<file path="config.mk">
export PLATFORM = sky130hd
export DESIGN_NAME = j_shifter_mc
export DESIGN_NICKNAME = d
export VERILOG_FILES = /design/src/rtl/j_shifter_pkg.sv /design/src/rtl/js_pix_buf.sv /design/src/rtl/j_shifter_mc.sv
export SDC_FILE = /design/constraint.sdc
export NUM_CORES = 1
export LEC_CHECK = 0
export CAP_MARGIN = 15
export CORE_ASPECT_RATIO = 0.8
export CORE_MARGIN = 8
export CORE_UTILIZATION = 40
export CTS_CLUSTER_DIAMETER = 80
export DETAILED_ROUTE_END_ITERATION = 8
export MAX_ROUTING_LAYER = met4
export PLACE_DENSITY = 0.65
export SLEW_MARGIN = 20
export SYNTH_ARGS = -nofsm -noshare
export SYNTH_HDL_FRONTEND = slang
export SYNTH_HIERARCHICAL = 1
export SYNTH_SLANG_ARGS = --single-unit
</file>
<file path="constraint.sdc">
create_clock -name clk -period 3 [get_ports clk]
set_clock_uncertainty 0.1 [all_clocks]
set_input_delay 0.45 -clock clk [delete_from_list [all_inputs] [get_ports clk]]
set_output_delay 0.45 -clock clk [all_outputs]
set_load 0.05 [all_outputs]
</file>
<file path="src/rtl/j_shifter_pkg.sv">
// Shared definitions for the multi-lane bit-serial image shifter:
// shift-code constants, FSM state encoding and the shift-code decoder.
package j_shifter_pkg;

  localparam logic [3:0] SHT_KEEP       = 4'd0;
  localparam logic [3:0] SHT_UP         = 4'd1;
  localparam logic [3:0] SHT_DOWN       = 4'd2;
  localparam logic [3:0] SHT_LEFT       = 4'd3;
  localparam logic [3:0] SHT_RIGHT      = 4'd4;
  localparam logic [3:0] SHT_RIGHT_UP   = 4'd5;
  localparam logic [3:0] SHT_RIGHT_DOWN = 4'd6;
  localparam logic [3:0] SHT_LEFT_DOWN  = 4'd7;
  localparam logic [3:0] SHT_LEFT_UP    = 4'd8;

  typedef enum logic [1:0] {
    ST_IDLE  = 2'd0,
    ST_RUN   = 2'd1,
    ST_DRAIN = 2'd2
  } js_state_t;

  // Neighbour offset as one-hot direction flags; each axis is -1, 0 or +1.
  typedef struct packed {
    logic dy_neg;
    logic dy_pos;
    logic dx_neg;
    logic dx_pos;
  } js_offs_t;

  // Map a shift code to its (dx, dy) direction flags; unused codes act as KEEP.
  function automatic js_offs_t shift_decode(input logic [3:0] code);
    js_offs_t o;
    o = '0;
    case (code)
      SHT_UP:         o.dy_neg = 1'b1;
      SHT_DOWN:       o.dy_pos = 1'b1;
      SHT_LEFT:       o.dx_neg = 1'b1;
      SHT_RIGHT:      o.dx_pos = 1'b1;
      SHT_RIGHT_UP:   begin o.dx_pos = 1'b1; o.dy_neg = 1'b1; end
      SHT_RIGHT_DOWN: begin o.dx_pos = 1'b1; o.dy_pos = 1'b1; end
      SHT_LEFT_DOWN:  begin o.dx_neg = 1'b1; o.dy_pos = 1'b1; end
      SHT_LEFT_UP:    begin o.dx_neg = 1'b1; o.dy_neg = 1'b1; end
      default:        o = '0;
    endcase
    return o;
  endfunction

endpackage

</file>
<file path="src/rtl/js_pix_buf.sv">
// Two-entry pixel FIFO between the fetch engine and the shift engine.
// The head entry stays resident while it is being serialised and is popped
// only after its last bit is accepted. Push and pop on a full buffer is legal.
module js_pix_buf #(
  parameter int WIDTH = 32
) (
  input  logic             clk,
  input  logic             reset_n,
  input  logic             push,
  input  logic [WIDTH-1:0] push_data,
  input  logic             pop,
  output logic [WIDTH-1:0] head,
  output logic [1:0]       count,
  output logic             empty,
  output logic             full
);

  logic [WIDTH-1:0] mem_q [2];
  logic             wr_q;
  logic             rd_q;
  logic [1:0]       cnt_q;
  logic             do_push;
  logic             do_pop;

  assign empty   = (cnt_q == 2'd0);
  assign full    = (cnt_q == 2'd2);
  assign do_pop  = pop && !empty;
  assign do_push = push && (!full || do_pop);
  assign head    = mem_q[rd_q];
  assign count   = cnt_q;

  // Write the storage slot selected by the write pointer.
  // NOTE: storage is deliberately not reset; pointers and count are, and an
  // entry is never read before it has been written.
  always_ff @(posedge clk) begin
    if (do_push) mem_q[wr_q] <= push_data;
  end

  // Advance pointers and occupancy.
  // NOTE: sequential state uses non-blocking assignments so every register
  // samples the pre-edge values regardless of statement order.
  always_ff @(posedge clk or negedge reset_n) begin
    if (!reset_n) begin
      wr_q  <= 1'b0;
      rd_q  <= 1'b0;
      cnt_q <= 2'd0;
    end else begin
      if (do_push) wr_q <= ~wr_q;
      if (do_pop)  rd_q <= ~rd_q;
      case ({do_push, do_pop})
        2'b10:   cnt_q <= cnt_q + 2'd1;
        2'b01:   cnt_q <= cnt_q - 2'd1;
        default: cnt_q <= cnt_q;
      endcase
    end
  end

endmodule

</file>
<file path="src/rtl/j_shifter_mc.sv">
// Multi-lane bit-serial image shifter. Walks an (H+1)x(W+1) row-major map,
// fetches the neighbour selected by a 9-way shift code and streams every lane
// LSB-first over a valid/ready interface.
// Optional build macro J_SHIFTER_MC_ZSKIP_EN: when defined, the skip bit at the
// top of sram_data forces the fetched pixel to zero; when undefined it is ignored.
module j_shifter_mc
  import j_shifter_pkg::*;
#(
  parameter int DATA_W      = 8,
  parameter int LANES       = 4,
  parameter int SRAM_ADDR_W = 18,
  parameter int DIM_W       = 10
) (
  input  logic                     clk,
  input  logic                     reset_n,
  input  logic                     start,
  input  logic [3:0]               shift_ctrl,
  input  logic [SRAM_ADDR_W-1:0]   start_addr,
  input  logic [DIM_W-1:0]         img_w_m1,
  input  logic [DIM_W-1:0]         img_h_m1,
  output logic                     busy,
  output logic                     done,
  output logic                     sram_en,
  output logic [SRAM_ADDR_W-1:0]   sram_addr,
  input  logic [LANES*DATA_W:0]    sram_data,
  output logic                     ser_valid,
  input  logic                     ser_ready,
  output logic [LANES-1:0]         ser_bits
);

  localparam int PIX_W = LANES * DATA_W;
  localparam int BIT_W = (DATA_W > 1) ? $clog2(DATA_W) : 1;

  js_state_t              state_q, state_nxt;
  js_offs_t               offs_q, offs_start;
  logic [DIM_W-1:0]       w_max_q, h_max_q, col_q, row_q;
  logic [SRAM_ADDR_W-1:0] ptr_q, ptr_init, row_step;
  logic                   pend_vld_q, pend_zero_q;
  logic [BIT_W-1:0]       bit_q;
  logic                   done_q, done_nxt;

  logic                   in_range, slot_free, issue, last_pix, accept, pix_zero;
  logic                   buf_push, buf_pop, buf_empty, buf_full;
  logic [PIX_W-1:0]       buf_head, push_data;
  logic [1:0]             buf_cnt;

  assign offs_start = shift_decode(shift_ctrl);
  assign row_step   = SRAM_ADDR_W'(img_w_m1) + SRAM_ADDR_W'(1);

  // First source address: start_addr + dy*(W+1) + dx, wrapping at the address width.
  always_comb begin
    ptr_init = start_addr;
    if (offs_start.dy_neg)      ptr_init = ptr_init - row_step;
    else if (offs_start.dy_pos) ptr_init = ptr_init + row_step;
    if (offs_start.dx_neg)      ptr_init = ptr_init - SRAM_ADDR_W'(1);
    else if (offs_start.dx_pos) ptr_init = ptr_init + SRAM_ADDR_W'(1);
  end

  assign in_range  = !(offs_q.dy_neg && (row_q == '0))     &&
                     !(offs_q.dy_pos && (row_q == h_max_q)) &&
                     !(offs_q.dx_neg && (col_q == '0))     &&
                     !(offs_q.dx_pos && (col_q == w_max_q));
  // One slot per pixel in the buffer or already in flight; never more than two.
  assign slot_free = (buf_cnt == 2'd0) || ((buf_cnt == 2'd1) && !pend_vld_q);
  assign issue     = (state_q == ST_RUN) && slot_free;
  assign last_pix  = (row_q == h_max_q) && (col_q == w_max_q);

  assign sram_en   = issue && in_range;
  assign sram_addr = ptr_q;
  assign busy      = (state_q != ST_IDLE);
  assign done      = done_q;

`ifdef J_SHIFTER_MC_ZSKIP_EN
  assign pix_zero = pend_zero_q | sram_data[PIX_W];
`else
  logic skip_unused;
  assign skip_unused = sram_data[PIX_W];
  assign pix_zero    = pend_zero_q;
`endif

  assign buf_push  = pend_vld_q;
  assign push_data = pix_zero ? '0 : sram_data[PIX_W-1:0];

  js_pix_buf #(.WIDTH(PIX_W)) u_buf (
    .clk       (clk),
    .reset_n   (reset_n),
    .push      (buf_push),
    .push_data (push_data),
    .pop       (buf_pop),
    .head      (buf_head),
    .count     (buf_cnt),
    .empty     (buf_empty),
    .full      (buf_full)
  );

  assign ser_valid = !buf_empty;
  assign accept    = ser_valid && ser_ready;
  assign buf_pop   = accept && (bit_q == BIT_W'(DATA_W - 1));

  // Present the current bit of every lane from the buffer head.
  // NOTE: every output of a combinational block gets a default first so no
  // path leaves it unassigned and no latch is inferred.
  always_comb begin
    ser_bits = '0;
    if (!buf_empty) begin
      for (int k = 0; k < LANES; k++) ser_bits[k] = buf_head[k*DATA_W + int'(bit_q)];
    end
  end

  // FSM next state; done fires on the DRAIN -> IDLE step.
  always_comb begin
    state_nxt = state_q;
    done_nxt  = 1'b0;
    case (state_q)
      ST_IDLE:  if (start) state_nxt = ST_RUN;
      ST_RUN:   if (issue && last_pix) state_nxt = ST_DRAIN;
      ST_DRAIN: begin
        if (buf_pop && (buf_cnt == 2'd1) && !pend_vld_q) begin
          state_nxt = ST_IDLE;
          done_nxt  = 1'b1;
        end
      end
      default:  state_nxt = ST_IDLE;
    endcase
  end

  // FSM state and done pulse registers.
  always_ff @(posedge clk or negedge reset_n) begin
    if (!reset_n) begin
      state_q <= ST_IDLE;
      done_q  <= 1'b0;
    end else begin
      state_q <= state_nxt;
      done_q  <= done_nxt;
    end
  end

  // Fetch engine: latch config at start, then walk the raster one pixel per issue.
  always_ff @(posedge clk or negedge reset_n) begin
    if (!reset_n) begin
      offs_q      <= '0;
      w_max_q     <= '0;
      h_max_q     <= '0;
      col_q       <= '0;
      row_q       <= '0;
      ptr_q       <= '0;
      pend_vld_q  <= 1'b0;
      pend_zero_q <= 1'b0;
    end else begin
      if ((state_q == ST_IDLE) && start) begin
        offs_q  <= offs_start;
        w_max_q <= img_w_m1;
        h_max_q <= img_h_m1;
        col_q   <= '0;
        row_q   <= '0;
        ptr_q   <= ptr_init;
      end else if (issue) begin
        ptr_q <= ptr_q + SRAM_ADDR_W'(1);
        if (col_q == w_max_q) begin
          col_q <= '0;
          row_q <= row_q + DIM_W'(1);
        end else begin
          col_q <= col_q + DIM_W'(1);
        end
      end
      pend_vld_q  <= issue;
      pend_zero_q <= !in_range;
    end
  end

  // Shift engine: bit index within the head pixel, advanced on each accepted beat.
  always_ff @(posedge clk or negedge reset_n) begin
    if (!reset_n) begin
      bit_q <= '0;
    end else if (accept) begin
      bit_q <= buf_pop ? '0 : bit_q + BIT_W'(1);
    end
  end

endmodule
</file>
[Yosys cells after proc, flatten, opt, wreduce, memory -nomap -nowiden]
Memory sizes are Yosys's and may differ from the RTL's.
Cells that the tools add are included.
Storage, ports and cells
  register bits after elaboration: 74
  memories kept: 1
  memory bits (writable): 64
  output and inout bits: 26
Cells by class
  reductions and logical operators: 43
  equal/unequal tests: 20
  $add $sub $neg: 14
  bitwise operators: 2
  mux-type cells: 39
  $lt $le $gt $ge: 4
Memories
  u_buf.mem_q: depth 2, bits a word 32, rd ports 1, clocked after memory_dff 0, write ports 1, line js_pix_buf.sv:18  | logic [WIDTH-1:0] mem_q [2];
Operator list (number)
  two-way mux 18 bit: 6
  two-way mux 10 bit: 6
  adder 18 x 1 -> 18 bit (second input constant): 2
  two-way mux 32 bit: 1
  adder 10 x 1 -> 10 bit (second input constant): 2
  == test 10 bit: 2
  logical NOT 10 bit: 2
  logical AND 1 bit: 19
  adder 18 x 11 -> 18 bit: 1
  subtractor 18 x 1 -> 18 bit (second input constant): 1
  subtractor 18 x 11 -> 18 bit: 1
  == test 4 x 3 -> 1 bit (second input constant): 4
  binary-select mux 1 bit (select 5 bit): 3
  two-way mux 1 bit: 15
  adder 5 x 3 -> 6 bit (first input constant): 2
  < comparator 6 bit (second input constant): 2
  OR reduction 3 bit: 4
  adder 10 x 1 -> 11 bit (second input constant): 1
  == test 4 x 2 -> 1 bit (second input constant): 2
  logical NOT 1 bit: 8
  nonzero test 2 bit: 4
  == test 2 x 1 -> 1 bit (second input constant): 3
  == test 2 bit (second input constant): 3
  < comparator 3 x 6 -> 1 bit (second input constant): 1
  21 further kinds: 27

[Depth between registers and ports, before layout]
Gate-level depths: netlist (run 1).
  word-level depth: 9
  depth in mapped cells: 17
  gate-level depth less buffers: 16

[Modules after synthesis]
Netlist (run 1), hierarchy kept.
Modules (own cells, without submodules)
  j_shifter_mc: cells an instance 824, area an instance 6645.1 um^2, times used 1
  js_pix_buf: cells an instance 124, area an instance 2524.9 um^2, times used 1

[Worst setup path after synthesis (run 1)]
Ideal clock, no wire load.
  path type: input to register
  start: in img_w_m1[3]
  end: reg ptr_q[16], in the netlist sram_addr[16]
  arrival time: 3644 ps
  setup time: 146 ps
  required time: 2754 ps
  stages: 15
  buffers on the path: 2
  path slack: -889 ps
  path through: nand3_1 nor2_1 nand4_1 xnor2_1 ha_1 clkbuf_1 nand2_1 a211oi_1 nor4_1 o21ba_2 a211o_1 buf_1 or4b_4 a2111oi_0 a311oi_1
On the way
  cells in the longest elaborated chain, start to end: 8
Ends and longest elaborated chain
  start, declared: line j_shifter_mc.sv:19  | input logic [DIM_W-1:0] img_w_m1,
  adder 10 x 1 -> 11 bit *: line j_shifter_mc.sv:48  | assign row_step = SRAM_ADDR_W'(img_w_m1) + SRAM_ADDR_W'(1);
  adder 18 x 11 -> 18 bit: line j_shifter_mc.sv:54  | else if (offs_start.dy_pos) ptr_init = ptr_init + row_step;
  two-way mux 18 bit: line j_shifter_mc.sv:54
  two-way mux 18 bit *: line j_shifter_mc.sv:53  | if (offs_start.dy_neg) ptr_init = ptr_init - row_step;
  adder 18 x 1 -> 18 bit: line j_shifter_mc.sv:56  | else if (offs_start.dx_pos) ptr_init = ptr_init + SRAM_ADDR_W'(1);
  two-way mux 18 bit: line j_shifter_mc.sv:56
  two-way mux 18 bit *: line j_shifter_mc.sv:55  | if (offs_start.dx_neg) ptr_init = ptr_init - SRAM_ADDR_W'(1);
  two-way mux 18 bit *: line j_shifter_mc.sv:150  | if ((state_q == ST_IDLE) && start) begin
  end signal, assigned: line j_shifter_mc.sv:156  | ptr_q <= ptr_init;
  end signal, assigned: line j_shifter_mc.sv:158  | ptr_q <= ptr_q + SRAM_ADDR_W'(1);
  end, declared: line j_shifter_mc.sv:37  | logic [SRAM_ADDR_W-1:0] ptr_q, ptr_init, row_step;
Mark *: on every way between the ends. The rest lies on a longest branch, timed or not.
A chain may end at the register's enable or synchronous reset.

[Final worst setup path (run 1)]
  start: in img_w_m1[4]
  end: reg ptr_q[16], in the netlist sram_addr[16]
The elaborated chain is that of the path after synthesis.

==> flow_summary.yaml, run 1 <==
outcome:
  status: "finished with violations"
  violations: "setup timing"
yosys:
  syn-num-nets: 1062
  ys.warnings.count: 6
  synth_area_um2: 9170
  synthCells: 947
  avgSynthCellArea_um2: 9.68
timing:
  fin_crit_sh_pct: 122
  period_minus_slack_ns: 3.67
  setup_violations: 13
  maxSlewHeadroom_pct: 36.6
  fmax_mhz: 272
  hold_ws_ns: 0.0722
  finalSetupTns_ns: -5.98
  slew_violations: 0
  hold_violations: 0
  tightest_slew_ns: 0.950
  rsz0062_at_grt: "true"
  worst_slack_ns: -0.675
setup_path:
  worstPathArrival_ns: 3.90
  critPathMaxStageDelay_ns: 0.53
  worstPathRequired_ns: 3.22
  critPathMaxFanout: 3
  startpoint_type: "input pin"
  worstSetupPathType: "input pin to flop"
  cp.depth: 19
  cp-end-kind: "flop"
  cp_top_family: "simple AND/OR/NAND/NOR gates"
  timing.critical_path.buf_inv: 4
  cp_common_cell: "buf_6"
  cp_slowest_cell: "or4_4"
  path_cells: "buf_6, nand3_4, nor2_4, nand4_1, xnor2_4, ha_4, nand2_4, buf_6, a211oi_4, nor4_4, nor3_2, buf_4, o21a_4, buf_6, o211ai_1, or4_4, nand4_1, o21ai_0, a311oi_1"
  rr_worst_depth: 10
final_layout:
  most-common-layout-cells: "209 x buf_4, 115 x nand2_1, 78 x clkdlybuf4s50_1"
  postLayoutCellArea_um2: 13700
  drive_gt1_share_pct: 35.7
  finalNetCount: 1368
  mostFrequentLayoutCell: "buf_4"
  syn_to_final_growth_pct: 48.9
die:
  io_pins: 105
  coreArea_um2: 22500
  start_util_pct: 40.7
  rows: 49
  dieHeight_um: 151
  die_w_um: 185
  die_area_um2: 28000
global_route:
  antenna_found_initial: 1
  top_usage_layer: "met2"
  grt_pass1_wl_mm: 42.9
  grt_usage_pct: 19.8
  grt_use_met3_pct: 2.95
  grt_max_degree: 75
  first_global_vias: 8401
  use_met2_pct: 32.0
  met1_usage_pct: 25.6
  grt_overflow: 0
routing:
  vias_per_cell: 5.32
  vias: 8374
  first_pass_iters: 5
  drt-wirelength-per-cell_um: 17.2
  drt_iter0_drc: 529
  wl_mm: 27.1
  postRouteAntennaNets: 0
  remaining_drc_errors: 0
cts:
  root_buffer: "clkbuf_16"
  tritoncts: "built"
  h-tree-depth: 4
  cts_hold_buf: 0
  numClockSinks: 138
  clkSlewWorstSetupHoldPaths_ns: 0.07
  clock_path_buffers: 2
  numCtsBuffers: 17
  clkLatencyLatePin_ns: 0.42
run:
  drv_cap: 0
place:
  dp_hpwl_mm: 19.8
  place_area_um2: 12000
  place.gp.congestion: 0.903
  io_buffer_count: 103
power:
  p_per_area_nw_per_um2: 633
  vdd_ir_drop_max_mv: 0.550
  p_leak_nw: 5.61
min_path:
  hold_class: "input pin to asynchronous set/reset pin"
-- power by group --
part           internal, mW  switching (mW)  leakage (nW)
clock network          1.12           0.943         0.284
logic                  1.71            2.04          3.77
registers              2.50           0.330          1.55
total                  5.33            3.31          5.61
-- sequential cells by signal, summed over array words and instances, names as in the netlist, 2 cells and up --
signal / count
u_buf/mem_q: 64
w_max_q: 10
state_q: 2
h_max_q: 10
sram_addr: 18
offs_q: 4
u_buf/count: 2
bit_q: 3
row_q: 10
col_q: 10
-- timing repair --
item                                   in CTS  in global routing
setup endpoints to repair                  15                 13
pin swaps                                  68                 48
gates resized for setup                   143                 48
endpoints found under the hold margin       0                  0
setup buffers                              38                 12
-- worst reg2reg max path: stages, from the launching register on --
cell and delay, ns:
dfrtp_1 0.47, xnor2_1 0.19, nand4_1 0.11, nor4_1 0.25, buf_4 0.18, and2_1 0.13
nand2b_1 0.13, nand4_1 0.24, nor3_1 0.32, xnor2_1 0.16, nor2_1 0.05
-- through the flow --
stage	total power, mW	setup slack [ns]	utilization [%]	instances
after floorplan	5.08	-0.573	-	947
after CTS	8.60	-0.558	59.5	1561
final	8.64	-0.675	60.7	1573
after global placement	6.30	-1.48	53.3	1492
after global routing	9.07	-0.762	60.7	1573
after detailed placement	6.36	-1.59	53.3	1492
-- path summary, 6_finish.rpt --
| kind | start | endpoint | slack [ns] |
|---|---|---|---|
| worst max-delay path | img_w_m1[4] | sram_addr[16] | -0.67 |
| worst min-delay path | reset_n | row_q[5] | 0.07 |
| worst max register to register | col_q[2] | row_q[9] | 0.55 |
| worst min register to register | state_q[0] | done | 0.39 |
| max in group asynchronous | reset_n | col_q[0] | 2.11 |
| min in group clk | img_w_m1[2] | w_max_q[2] | 0.26 |
-- final cells by class --
cell class | instances | area (µm²)
diodes | 1 | 2.50
inverters | 44 | 170
clock buffers | 17 | 425
clock inverters | 15 | 175
fillers | 1830 | 8850
multi-input cells | 725 | 5930
flip-flops and latches | 138 | 3770
repair buffers | 327 | 2790
well taps | 306 | 383
-- per-layer routing --
metal	vias up	part of all wire, %	wire length [µm]
met2	186	49	13200
met4	0	1.9	516
li1	4053	-	-
met5	-	0	0
met1	4101	45	12300
met3	34	3.9	1050
Power figures use the tool's default switching activity.
==> inputs of run 2 (changes only) <==
- DONT_BUFFER_PORTS: default -> 1
==> flow_summary.yaml, run 2 (synthesis gave the netlist of run 1 again) <==
global_route:
  grt_pass1_wl_mm: 41.6
  grt_max_degree: 75
  grt_overflow: 0
  first_global_vias: 7819
  grt_usage_pct: 19.4
  antenna_found_initial: 0
setup_path:
  cp_top_family: "simple AND/OR/NAND/NOR gates"
  path_cells: "clkinvlp_4, nor2_4, buf_4, nand4_1, xnor2_2, buf_6, inv_1, ha_2, nand2b_4, a211oi_2, a31oi_1, xnor2_1, a22oi_2, nor3_2, or4b_4, a2111oi_4, a311oi_1"
  timing.critical_path.buf_inv: 4
  startpoint_type: "input pin"
  cp_slowest_cell: "or4b_4"
  critPathMaxFanout: 4
  worstPathRequired_ns: 3.17
  cp-end-kind: "flop"
  worstPathArrival_ns: 3.70
  critPathMaxStageDelay_ns: 0.54
  worstSetupPathType: "input pin to flop"
min_path:
  hold_class: "input pin to flop"
cts:
  numCtsBuffers: 17
  root_buffer: "clkbuf_16"
  h-tree-depth: 4
  numClockSinks: 138
  clock_path_buffers: 2
  tritoncts: "built"
  clkSlewWorstSetupHoldPaths_ns: 0.07
  clkLatencyLatePin_ns: 0.43
timing:
  period_minus_slack_ns: 3.53
  fmax_mhz: 284
  fin_crit_sh_pct: 118
  worst_slack_ns: -0.527
  rsz0062_at_grt: "true"
  tightest_slew_ns: 0.649
  maxSlewHeadroom_pct: 56.8
  hold_ws_ns: 0.0246
  setup_violations: 12
  hold_violations: 0
  slew_violations: 0
die:
  die_area_um2: 28000
  start_util_pct: 40.7
  io_pins: 105
  die_w_um: 185
  dieHeight_um: 151
  rows: 49
  coreArea_um2: 22500
routing:
  wl_mm: 26.0
  postRouteAntennaNets: 0
  remaining_drc_errors: 0
  drt-wirelength-per-cell_um: 18.3
  vias_per_cell: 5.46
  drt_iter0_drc: 439
  vias: 7752
  first_pass_iters: 4
power:
  seqPwrFrac_pct: 33.4
  internal_power_mw: 5.09
  p_clk_share_pct: 24.9
  swShare_pct: 38.8
  p_per_area_nw_per_um2: 690
  vdd_ir_drop_max_mv: 0.452
  p_leak_nw: 4.87
  switching_power_mw: 3.22
  power_mw: 8.31
  combPwrFrac_pct: 41.7
place:
  io_buffer_count: 0
  dp_cells: 1371
  dp_hpwl_mm: 19.4
  place.gp.congestion: 0.938
  pre_cts_ws_ns: -1.00
final_layout:
  syn_to_final_growth_pct: 31.3
  mostFrequentLayoutCell: "buf_4"
  layout.cells.non_filler: 1419
  most-common-layout-cells: "166 x buf_4, 117 x nand2_1, 73 x dfrtp_1"
  diodes: 0
  regMostFlops: "u_buf/mem_q"
  largest_reg_flops: 64
  drive_gt1_share_pct: 33.0
  finalNetCount: 1215
run:
  drv_cap: 0
outcome:
  violations: "setup timing"
  status: "finished with violations"
[run 2: cell count changes in the layout (fill, tap and decap cells not counted), moves of 4 or more]
cell | before | now
dlygate4sd2_1 | 10 | 0
inv_1 | 38 | 42
buf_6 | 20 | 4
buf_4 | 209 | 166
clkdlybuf4s50_1 | 78 | 0
nor2_1 | 52 | 56
[run 2: power groups by stage]
stage          registers (mW)  clock network (mW)  logic, mW
6_report                 2.77                2.07       3.47
5_1_grt                  2.83                2.19       3.74
4_1_cts                  2.77                2.11       3.43
3_5_place_dp             2.80                   0       3.32
3_3_place_gp             2.79                   0       3.26
2_1_floorplan            2.93                   0       2.15
[run 2: path summary, 6_finish.rpt]
check	from	endpoint	slack (ns)	cells after the start
max	img_w_m1[5]	sram_addr[16]	-0.53	17
min	img_h_m1[3]	h_max_q[3]	0.02	2
max reg2reg	u_buf/count[1]	u_buf/mem_q[1][4]	0.35	6
min reg2reg	state_q[0]	done	0.39	1
max in group asynchronous	reset_n	pend_zero_q	1.97	2
min in group asynchronous	reset_n	h_max_q[6]	0.49	2
[run 2: cell type report]
type                       instances  area (µm²)
fill                            1990       10500
multi-input combinational        725        5750
sequential                       138        3770
timing repair buffer             174        1350
clock buffer                      17         425
tap                              306         383
clock inverter                    15         174
inverter                          44         169
[run 2: through the flow]
| stage | util (%) | area (µm²) | TNS (ns) |
|---|---|---|---|
| floorplan | - | 9470 | -4.21 |
| global placement | 48.1 | 10800 | -9.55 |
| detailed placement | 48.1 | 10800 | -10.04 |
| CTS | 52.3 | 11800 | -3.08 |
| global route | 53.5 | 12000 | -5.20 |
| finish | 53.5 | 12000 | -3.59 |
[run 2: repair_timing]
action,CTS,global route
hold buffers,2,0
setup endpoints to repair,12,14
setup buffers,10,4
pin swaps,37,40
resized for setup,42,41
hold endpoints to repair,74,0
cloned,0,0
[run 2: routing by layer]
metal	vias up	global-route usage, %	wire length (µm)
met5	-	-	0
met1	3788	24.8	11800
li1	3747	-	-
met2	175	30.4	12200
met3	42	4.10	1460
met4	0	6.11	502
==> RTL edit 1: new RTL, flow settings as in run 1 <==
Build with the macro `J_SHIFTER_MC_ZSKIP_EN` defined.
--- a/src/rtl/j_shifter_mc.sv
+++ b/src/rtl/j_shifter_mc.sv
@@ -4,4 +4,6 @@
 // Optional build macro J_SHIFTER_MC_ZSKIP_EN: when defined, the skip bit at the
 // top of sram_data forces the fetched pixel to zero; when undefined it is ignored.
+`define J_SHIFTER_MC_ZSKIP_EN
+
 module j_shifter_mc
   import j_shifter_pkg::*;
Function: changed (a bounded check fails within 4 cycles, from zero or initial values and one cycle with reset_n low).
==> RTL edit 1 against run 1 <==
The flow still finishes with violations (negative setup slack); design area is 2.8% lower; sequential share of layout area grew 0.80 points; power down 0.69%; cell count shrank 2.2%; worst setup slack lost 0.20 ns; sequential cell count is the same; routed wire length down 3.4%; fmax shrank 5.3%; area after synthesis shrank 1.1%; global-route usage is 0.48 points lower.
==> RTL edit 1: results (changes against run 1) <==
* Status: complete, but fails checks (unchanged)
* Failing checks: negative setup slack (unchanged)
* Reg2reg setup slack at 0.43 ns (was 0.55 ns)
* M2 GR Usage at 33.1% (was 32.0%)
* Total GRT Usage at 19.3% (was 19.8%)
* Relative slew slack at 36.9% (was 36.6%)
* Multi-input gate count at 712 (was 725)
* Port Buf Inserts at 104 (was 103)
* Sequential share of cell area at 28.4% (was 27.6%)
* Avg Inst Size Synth at 9.80 um^2 (was 9.68 um^2)
* Met3 Wirelength at 881 um (was 1.05 mm)
* Number of global-route vias before repair at 8279 (was 8401)
* Inst Count DP at 1477 (was 1492)
* Final worst slack at -0.879 ns (was -0.675 ns)
* Worst VDD drop at 460 uV (was 550 uV)
* ANT cells at 0 (was 1)
* Reg2Reg Launch Point: col_q[8] (was col_q[2])
* TritonRoute pass-1 iters at 8 (was 5)
* Setup violations, final at 11 (was 13)
* First-pass GRT wire length at 42.1 mm (was 42.9 mm)
* DR iter-0 viols at 482 (was 529)
* Non-clock buffering overhead at 20.5% (about the same)
* Share of cells above drive strength 1 at 34.4% (was 35.7%)
* Antenna violations before repair at 0 (was 1)
* Crit path max fanout at 4 (was 3)
* Multi-input logic area at 5660 um^2 (was 5930 um^2)
* Cell area after placement at 11800 um^2 (was 12000 um^2)
* Setup WS pre-CTS at -1.80 ns (was -1.59 ns)
* Metal-1 WL at 11.7 mm (was 12.3 mm)
* Worst Path Arrival at 4.09 ns (was 3.90 ns)
* Met3 usage at 2.97% (was 2.95%)
* Synthesized Nets at 1040 (was 1062)
* Met2 wire length at 13.2 mm (about the same)
RTL edit 1: per-stage QoR:
step	hold WS, ns	TNS (ns)
after detailed placement	0.374	-22.22
after global placement	0.362	-21.22
after global routing	0.134	-8.18
after floorplan	0.0544	-8.54
final	0.0742	-7.29
after CTS	0.107	-5.78
RTL edit 1: how the worst max path moves through the flow:
| stage | cells past startpoint | startpoint | slack [ns] | endpoint |
|---|---|---|---|---|
| 2_1_floorplan | 15 | img_w_m1[0] | -1.10 | sram_addr[16] |
| 3_3_place_gp | 14 | img_w_m1[1] | -1.71 | sram_addr[16] |
| 3_5_place_dp | 14 | img_w_m1[1] | -1.80 | sram_addr[16] |
| 4_1_cts | 16 | img_w_m1[6] | -0.79 | sram_addr[16] |
| 5_1_grt | 15 | img_w_m1[1] | -0.94 | sram_addr[16] |
| 6_report | 15 | img_w_m1[1] | -0.88 | sram_addr[16] |
RTL edit 1: power by group:
group          internal [W]  switching [W]  leakage, nW  total (W)
Combinational       0.00169        0.00197         3.81    0.00366
Sequential          0.00252       0.000340         1.56    0.00286
Clock               0.00117       0.000888        0.281    0.00206
Total               0.00538        0.00320         5.65    0.00858
RTL edit 1: critical path, stage by stage:
cell,delay (ns)
buf_8,0.11
ha_4,0.17
buf_6,0.12
xor2_2,0.14
ha_1,0.30
a21o_1,0.18
a221o_1,0.40
buf_4,0.17
and3_4,0.14
or4_4,0.56
or4b_4,0.53
nor3_4,0.20
a21oi_1,0.10
or3_1,0.32
a31o_1,0.21
RTL edit 1: timing repair:
item	in CTS	in global routing
pin swaps	66	51
setup endpoints to repair	17	14
resized for setup	138	53
buffers inserted	18	12
==> RTL edit 2: new RTL, settings of run 1 <==
Made on the original files. Encoding of `js_state_t`: now one-hot (3 bits for 3 states).
--- a/src/rtl/j_shifter_pkg.sv
+++ b/src/rtl/j_shifter_pkg.sv
@@ -13,8 +13,8 @@
   localparam logic [3:0] SHT_LEFT_UP    = 4'd8;
 
-  typedef enum logic [1:0] {
-    ST_IDLE  = 2'd0,
-    ST_RUN   = 2'd1,
-    ST_DRAIN = 2'd2
+  typedef enum logic [2:0] {
+    ST_IDLE  = 3'b001,
+    ST_RUN   = 3'b010,
+    ST_DRAIN = 3'b100
   } js_state_t;
 
Formal check against the unedited RTL: no difference found for any inputs over 4 cycles, from zero or initial values and one cycle with reset_n low; so few cycles prove little.
==> RTL edit 2 against run 1 <==
The flow still finishes with violations (negative setup slack); sequential cell count grew 1; non-clock buffer count down 10; area after synthesis down 0.42%; routed wire length down 1.6%; power up 6.6%; worst setup slack improved by 0.14 ns; design area is 1.6% higher; cell count decreased by 1.5%; largest cell class unchanged; highest routed layer unchanged.
==> RTL edit 2: results (changes against run 1) <==
* Status: complete, but fails checks (unchanged)
* Failing checks: negative setup slack (unchanged)
* Setup violations, final at 12 (was 13)
* Terminus of the critical flop-to-flop path: row_q[7] (was row_q[9])
* Cell area after placement at 11900 um^2 (was 12000 um^2)
* Share of cells above drive strength 1 at 39.5% (was 35.7%)
* Worst Path Arrival at 3.72 ns (was 3.90 ns)
* Antenna violations before repair at 0 (was 1)
* Crit path max fanout at 4 (was 3)
* Clk_lat worst skew at 0.41 ns
* Post-Layout Cell Count at 1550 (was 1573)
* Crit-path max cell delay at 0.34 ns (was 0.53 ns)
* DR iter-0 viols at 598 (was 529)
* Synthesized Nets at 1046 (was 1062)
* Lkg Pwr at 5.64 nW (was 5.61 nW)
* Number of global-route vias before repair at 8078 (was 8401)
* Drt via density at 5.28 (was 5.32)
* Setup WS pre-CTS at -1.47 ns (was -1.59 ns)
* Fin nets at 1346 (was 1368)
* First-pass GRT wire length at 41.7 mm (was 42.9 mm)
* Worst VDD drop at 403 uV (was 550 uV)
* GPL Wtd Cong at 0.917 (was 0.903)
* Relative slew slack at 35.8% (was 36.6%)
* Reg2Reg Launch Point: state_q[0] (was col_q[2])
* Reg2reg setup slack at 0.35 ns (was 0.55 ns)
* Inst Count DP at 1466 (was 1492)
* Avg Inst Size Synth at 9.80 um^2 (was 9.68 um^2)
* Placed wire-length estimate at 19.2 mm (was 19.8 mm)
* Final worst slack at -0.539 ns (was -0.675 ns)
* ANT cells at 0 (was 1)
* Largest net degree at the start of global routing at 76 (was 75)
* Slowest cell on the critical path: xnor2_2 (was or4_4)
* Total GRT Usage at 19.2% (was 19.8%)
-- RTL edit 2: per-layer routing --
layer	wire, um	vias to the layer above	GRT usage, %
li1	-	3974	-
met1	12800	3964	26.4
met2	12300	218	30.0
met3	1180	33	3.04
met4	340	0	3.63
met5	0	-	-
-- RTL edit 2: power breakdown --
part           switching [W]  internal (W)  total (W)
clock network       0.000850       0.00115    0.00200
logic                0.00237       0.00186    0.00423
registers           0.000431       0.00254    0.00297
-- RTL edit 2: area by class of cell --
class / count / area (um^2)
Fill cell: 1820 / 8560
Inverter: 37 / 139
Tap cell: 306 / 383
Timing Repair Buffer: 317 / 2740
Clock buffer: 17 / 425
Sequential cell: 139 / 3800
Multi-Input combinational cell: 719 / 6250
Clock inverter: 15 / 139
-- RTL edit 2: worst max path at each step --
stage                     start       endpoint  slack (ns)
floorplan           img_w_m1[0]  sram_addr[13]       -0.45
global placement    img_w_m1[1]  sram_addr[15]       -1.54
detailed placement  img_w_m1[1]  sram_addr[15]       -1.47
CTS                 img_w_m1[4]  sram_addr[16]       -0.43
global route        img_w_m1[2]  sram_addr[12]       -0.67
finish              img_w_m1[2]  sram_addr[12]       -0.54
-- RTL edit 2: what timing repair did --
action | CTS | global route
setup buffers | 37 | 19
endpoints found under the setup margin | 15 | 13
gates cloned | 0 | 0
gates resized for setup | 171 | 81
pin swaps | 88 | 71
-- RTL edit 2: metrics by stage --
stage	setup TNS (ns)	power (W)	hold slack, ns
6_report	-4.02	0.00921	0.0720
5_1_grt	-5.66	0.00975	0.171
4_1_cts	-3.16	0.00915	0.122
3_5_place_dp	-17.62	0.00691	0.372
3_3_place_gp	-17.38	0.00684	0.368
2_1_floorplan	-3.03	0.00550	0.0544
